===== config.mk =====
export PLATFORM = sky130hd
export DESIGN_NAME = mux_nlut_reg
export DESIGN_NICKNAME = d
export VERILOG_FILES = /design/src/rtl/mux_nlut_reg_pkg.sv /design/src/rtl/mux_nlut_reg_level.sv /design/src/rtl/mux_nlut_reg.sv
export SDC_FILE = /design/constraint.sdc
export NUM_CORES = 1
export LEC_CHECK = 0
export CORE_MARGIN = 2
export CORE_UTILIZATION = 40
export DETAILED_ROUTE_END_ITERATION = 10
export PLACE_DENSITY = 0.83
export REMOVE_ABC_BUFFERS = 1
export SYNTH_ARGS = -nofsm -noshare
export SYNTH_HDL_FRONTEND = slang
export SYNTH_SLANG_ARGS = --single-unit

===== constraint.sdc =====
create_clock -name UserCLK -period 3.6 [get_ports UserCLK]
set_clock_uncertainty 0.05 [all_clocks]
set_input_delay 0.72 -clock UserCLK [delete_from_list [all_inputs] [get_ports UserCLK]]
set_output_delay 0.72 -clock UserCLK [all_outputs]
set_load 0.01 [all_outputs]

===== src/rtl/mux_nlut_reg_pkg.sv =====
// Shared definitions for the mux_nlut_reg wide-mux BEL: config bit indices, config width, 2:1 mux cell.
// Optional feature macro: MUX_NLUT_SYNC_SR_EN (adds SR port and cfg_srval config bit).
package mux_nlut_reg_pkg;

  localparam int K_MIN = 3;
  localparam int K_MAX = 5;

  function automatic int reg_m_idx(input int l);
    return l;
  endfunction

  function automatic int reg_mh_idx(input int k, input int l);
    return k + l;
  endfunction

  function automatic int ce_idx(input int k);
    return 2 * k - 1;
  endfunction

  function automatic int selreg_idx(input int k);
    return 2 * k;
  endfunction

  function automatic int srval_idx(input int k);
    return 2 * k + 1;
  endfunction

  function automatic int no_config_bits(input int k);
`ifdef MUX_NLUT_SYNC_SR_EN
    return 2 * k + 2;
`else
    return 2 * k + 1;
`endif
  endfunction

  // Primitive 2:1 cell used for every node of the select tree.
  function automatic logic cus_mux21(input logic a0, input logic a1, input logic s);
    return s ? a1 : a0;
  endfunction

endpackage


===== src/rtl/mux_nlut_reg_level.sv =====
// One level of the select tree: IN_W inputs reduced to IN_W/2 nodes by a shared select.
module mux_nlut_reg_level
  import mux_nlut_reg_pkg::*;
#(
  parameter int IN_W = 16
) (
  input  logic [IN_W-1:0]   d_i,
  input  logic              s_i,
  output logic [IN_W/2-1:0] y_o
);

  for (genvar j = 0; j < IN_W / 2; j++) begin : g_node
    assign y_o[j] = cus_mux21(d_i[2*j], d_i[2*j+1], s_i);
  end

endmodule


===== src/rtl/mux_nlut_reg.sv =====
// Parametrised 2^K:1 wide-mux BEL exposing every tree level, each output optionally registered.
// BelMap config order: reg_m[K-1:0], reg_mh[K-2:0], cfg_ce, cfg_selreg, cfg_srval (MUX_NLUT_SYNC_SR_EN).
module mux_nlut_reg
  import mux_nlut_reg_pkg::*;
#(
  parameter int K            = 4,
  parameter int NoConfigBits = no_config_bits(K)
) (
  input  logic                    UserCLK,
  input  logic                    UserRSTn,
  input  logic [2**K-1:0]         I,
  input  logic [K-1:0]            S,
  input  logic                    CE,
`ifdef MUX_NLUT_SYNC_SR_EN
  input  logic                    SR,
`endif
  output logic [K-1:0]            M,
  output logic [K-2:0]            MH,
  input  logic [NoConfigBits-1:0] ConfigBits
);

  localparam int N = 2 ** K;

  logic [K-1:0] reg_m;
  logic [K-2:0] reg_mh;
  logic         cfg_ce;
  logic         cfg_selreg;
  logic         en;
  logic [K-1:0] s_eff;
  logic [K-1:0] s_q;
  logic [K-1:0] m_d, m_q;
  logic [K-2:0] mh_d, mh_q;
  // Level l occupies tree[N-2^(K-l) +: 2^(K-l-1)]; the root is tree[N-2].
  logic [N-2:0] tree;

  assign reg_m      = ConfigBits[reg_m_idx(K-1):reg_m_idx(0)];
  assign reg_mh     = ConfigBits[reg_mh_idx(K, K-2):reg_mh_idx(K, 0)];
  assign cfg_ce     = ConfigBits[ce_idx(K)];
  assign cfg_selreg = ConfigBits[selreg_idx(K)];
  assign en         = ~cfg_ce | CE;
  assign s_eff      = cfg_selreg ? s_q : S;

  for (genvar l = 0; l < K; l++) begin : g_lvl
    if (l == 0) begin : g_leaf
      mux_nlut_reg_level #(.IN_W(N)) u_level (
        .d_i (I),
        .s_i (s_eff[0]),
        .y_o (tree[0 +: N/2])
      );
    end else begin : g_inner
      mux_nlut_reg_level #(.IN_W(2**(K-l))) u_level (
        .d_i (tree[N-2**(K-l+1) +: 2**(K-l)]),
        .s_i (s_eff[l]),
        .y_o (tree[N-2**(K-l) +: 2**(K-l-1)])
      );
    end
    assign m_d[l] = tree[N-2**(K-l)];
    assign M[l]   = cus_mux21(m_d[l], m_q[l], reg_m[l]);
    if (l < K - 1) begin : g_high
      assign mh_d[l] = tree[N-2**(K-l)+2**(K-l-1)-1];
      assign MH[l]   = cus_mux21(mh_d[l], mh_q[l], reg_mh[l]);
    end
  end

`ifdef MUX_NLUT_SYNC_SR_EN
  logic cfg_srval;
  assign cfg_srval = ConfigBits[srval_idx(K)];
`endif

  // SR beats CE; async reset beats everything.
  always_ff @(posedge UserCLK or negedge UserRSTn) begin
    if (!UserRSTn) begin
      m_q  <= '0;
      mh_q <= '0;
      s_q  <= '0;
`ifdef MUX_NLUT_SYNC_SR_EN
    end else if (SR) begin
      m_q  <= {K{cfg_srval}};
      mh_q <= {(K-1){cfg_srval}};
      s_q  <= '0;
`endif
    end else if (en) begin
      m_q  <= m_d;
      mh_q <= mh_d;
      s_q  <= S;
    end
  end

endmodule


# == Word level (Yosys, flattened, before mapping) ==
# Index checks and enable logic that the tools add are counted.
# totals
in_bits,32
word_cells,28
reg_bits,11
output_inout_bits,7
# classes
muxes,23
bitwise,2
# op_table
op,count
1-bit two-way mux,22
4-bit two-way mux,1
1-bit NOT,1
1-bit OR,1

# == Logic depth before layout (Yosys ltp) ==
# logic_depth
depth_word,6
depth_mapped,6
depth_no_buf,5

# == By module ==
# From an unflattened synthesis, not the netlist that was laid out.
# hier_totals
hier_cells,51
hier_area_um2,808.3
# modules_own_cells
mod,cells_each,instances,seq_area_each_um2,area_each_um2
mux_nlut_reg,35,1,275.3,594.3
mux_nlut_reg_level at g_lvl[0].g_leaf.u_level,9,1,0.0,131.4
mux_nlut_reg_level at g_lvl[1].g_inner.u_level,4,1,0.0,45.0
mux_nlut_reg_level at g_lvl[2].g_inner.u_level,2,1,0.0,22.5
mux_nlut_reg_level at g_lvl[3].g_inner.u_level,1,1,0.0,15.0

# == Least setup slack after synthesis ==
# No wires, ideal clock.
# synth_path
kind,input -> output
startpoint,input port ConfigBits[8]
endpoint,output port M[3]
required_time_ps,2830
t_arrival_ps,2330
n_path_buf,1
slack_ps,500
stages,6
path_cell_list,buf_6 -> mux2i_4 -> mux4_2 -> a22oi_2 -> o211ai_1 -> mux2_2
# synth_between
elab_chain_len,6
word_cells_on_any_way,17
cone_classes,mux: 17
# synth_lines
element,line_no,source
start: declaration,mux_nlut_reg.sv:19,input logic [NoConfigBits-1:0] ConfigBits
4-bit two-way mux (*),mux_nlut_reg.sv:41,assign s_eff = cfg_selreg ? s_q : S;
1-bit two-way mux (3 in series),mux_nlut_reg_pkg.sv:38,return s ? a1 : a0;
1-bit two-way mux (*) (2 in series),mux_nlut_reg_pkg.sv:38,
end: declaration,mux_nlut_reg.sv:17,"output logic [K-1:0] M,"
# Mark *: on every way between the ends. The rest lies on a longest branch, timed or not.

# == Final worst setup path ==
# layout_path
startpoint,input port S[0]
endpoint,output port M[3]
# layout_between
elab_chain_len,6
word_cells_on_any_way,17
cone_classes,mux: 17
# layout_lines
element,line_no,source
start: declaration,mux_nlut_reg.sv:12,"input logic [K-1:0] S,"
4-bit two-way mux (*),mux_nlut_reg.sv:41,
1-bit two-way mux (3 in series),mux_nlut_reg_pkg.sv:38,
1-bit two-way mux (*) (2 in series),mux_nlut_reg_pkg.sv:38,
# Marks and branches as above.

==> results.toml <==
[detailed_routing]
totalWireLength_microns = 2014
ant_nets = 0
dr.first_iter.drc_count = 9
drt-vias-per-instance = 5.076
firstDrtPassIters = 4
drc = 0
avgRoutedWirePerCell_microns = 13.99
via_count = 731

[floorplan]
dieArea_sq_um = 2417
die_w_microns = 49.16
ios = 39
rows = 16
start_util = 0.4201
coreArea_sq_um = 1942
fp.dieH_microns = 49.16

[global_route]
grt_first_pass_wirelength_microns = 3291
antenna_found_initial = 0
grt_max_degree = 16
grt_pass1_vias = 754
grt_usage = 0.1794
grt_overflow = 0

[critical_path]
worst_setup_path_start_kind = "input pin"
critPathMaxStageDelay_ns = 0.54
crit_arrival_ns = 2.76
r2r_start = "s_q[1]"
crit_fanout = 2
path_cells = "clkdlybuf4s50_1, mux2i_4, mux4_2, a22oi_2, o211ai_1, mux2_2, dlygate4sd2_1"
timing.rr.end = "m_q[3]"
regToRegSetupSlack_ns = 1.74
cp_slowest_cell = "mux4_2"
crit_path_end_kind = "output pin"
critPathCapture = "M[3]"
cp-startpoint = "S[0]"
required_ns = 2.83
path_class = "input pin to output pin"
r2r_cells = 5

[yosys]
synth_cell_types = 24
ys_top_cells_by_area = "dfrtp_1 34%, mux2i_1 17%, mux2_2 14%, mux2i_4 5.5%, mux4_2 5.5%"
async_flop_share = 1.000
synthesis.area_sq_um = 815.8
syn_area_per_cell_sq_um = 11.33
yosysSeqAreaShare = 0.3374
synth_top_area_cell = "dfrtp_1"
synth_cells = 72
ys_ff_latch = 11
netlist.area_leader.share = 0.3374
ys_warn_count = 0
synth_edf_count = 0
synth_flop_cell = "dfrtp_1"

[clocking]
cts_tree = "yes"
cts_buffer_depth = 2
cts_made_buffers = 3
clkLatencyLatePin_ns = 0.26
path_clk_slew_ns = 0.08
cts.sinks = 11
htreeDepth = 1
ctsHoldBuffers = 0
clockRootBuffer = "clkbuf_4"

[layout]
fin_nets = 150
final_common_cell = "clkdlybuf4s50_1"
area_growth_pct = 58.59
seqCellArea_sq_um = 275.3
drive_gt1_frac = 0.2393
antenna_cells = 0
utilization = 0.6662
fillerInstances = 160
layout.cells.non_filler = 144
final_cell_mix = "33 x clkdlybuf4s50_1, 13 x mux2i_1, 11 x dfrtp_1, 10 x mux2_2, 6 x buf_4"
multi_input_area_sq_um = 506.7

[sta]
rsz0062_at_grt = "false"
period_minus_slack_ns = 3.525
worst_slew_pin_slew_ns = 0.6123
slew_viol_final = 0
slew_headroom = 0.5918
post-route-period-util = 0.9792
max_freq_mhz = 283.7
whs_ns = 0.4638
finalHoldViolations = 0
setup_viol = 0

[status]
outcome = "finished clean"

[hold_path]
holdCritStartpoint = "m_q[3]"
hp-class = "flip-flop to flip-flop"

[pwr]
ir_drop_mv = 0.2342
cellLeakagePower_nw = 0.5782
cellPowerDensity_nw_per_um2 = 316.9

[flow_run]
drv_cap = 0

[place]
dp_hpwl_microns = 1697
place_congestion = 0.7461
io_buffers = 38
dp_cells = 139
## timing repair
| item | in CTS | in global routing |
|---|---|---|
| setup buffers | 0 | 1 |
| endpoints found under the setup margin | 5 | 3 |
| gates resized for setup | 5 | 3 |
## metal layers
layer  share of wire  GRT usage  vias up
met4           0.011    0.05714        0
met3           0.063    0.04908        2
met1            0.41     0.1977      345
met5               0          0        -
li1                -          -      356
met2            0.51     0.3288       28
## critical path: cells and delay by family
family	cells	cell delay, ns
AO/OA/AOI/OAI	2	0.30
buffers and inverters	2	0.73
multiplexers	3	0.99
## cell type report
type | count | area share
repair buffers | 44 | 0.3346
inverters | 5 | 0.01451
flip-flops and latches | 11 | 0.2128
clock buffers | 4 | 0.02031
well taps | 27 | 0.02611
multi-input cells | 53 | 0.3917
## power breakdown
| part | total [mW] | internal [mW] | leakage [nW] | switching (mW) |
|---|---|---|---|---|
| sequential | 0.152 | 0.141 | 0.128 | 0.0114 |
| combinational | 0.172 | 0.106 | 0.436 | 0.0654 |
| clock | 0.0862 | 0.0428 | 0.0150 | 0.0435 |
## how the worst min path moves through the flow
stage / end / slack (ns) / depth (start not counted)
2_1_floorplan: m_q[0] / 0.37 / 0
3_3_place_gp: m_q[1] / 0.44 / 1
3_5_place_dp: m_q[3] / 0.44 / 1
4_1_cts: m_q[3] / 0.46 / 1
5_1_grt: m_q[3] / 0.48 / 1
6_report: m_q[3] / 0.46 / 1
## registers in the layout, indices dropped and copies added, names as in the netlist
name	count
m_q	4
mh_q	3
s_q	4
## synthesized netlist by cell type (all sizes together) (2+ instances only)
master,number
mux4,2
dfrtp,11
mux2,10
nand2,2
clkbuf,2
a21oi,5
inv,5
o21ai,2
nor2,4
mux2i,16
## cells by family after synthesis
logic type	after synthesis	synth area share
compound gates	14	0.1196
buf+inv	8	0.04602
flops	11	0.3374
mux	28	0.4202
simple gates	11	0.07670
## per-stage QoR
step                      power [mW]  instance area (sq um)  setup slack (ns)  setup TNS, ns
after CTS                     0.4120                   1279           0.01276              0
after detailed placement      0.3269                   1249           -0.4414         -1.427
after global routing          0.4356                   1294          0.005659              0
after global placement        0.3217                   1249           -0.4149         -1.270
after floorplan               0.2343                  797.0            0.6517              0
final                         0.4100                   1294           0.07488              0
Note: power is estimated with default switching activity, not from simulation.
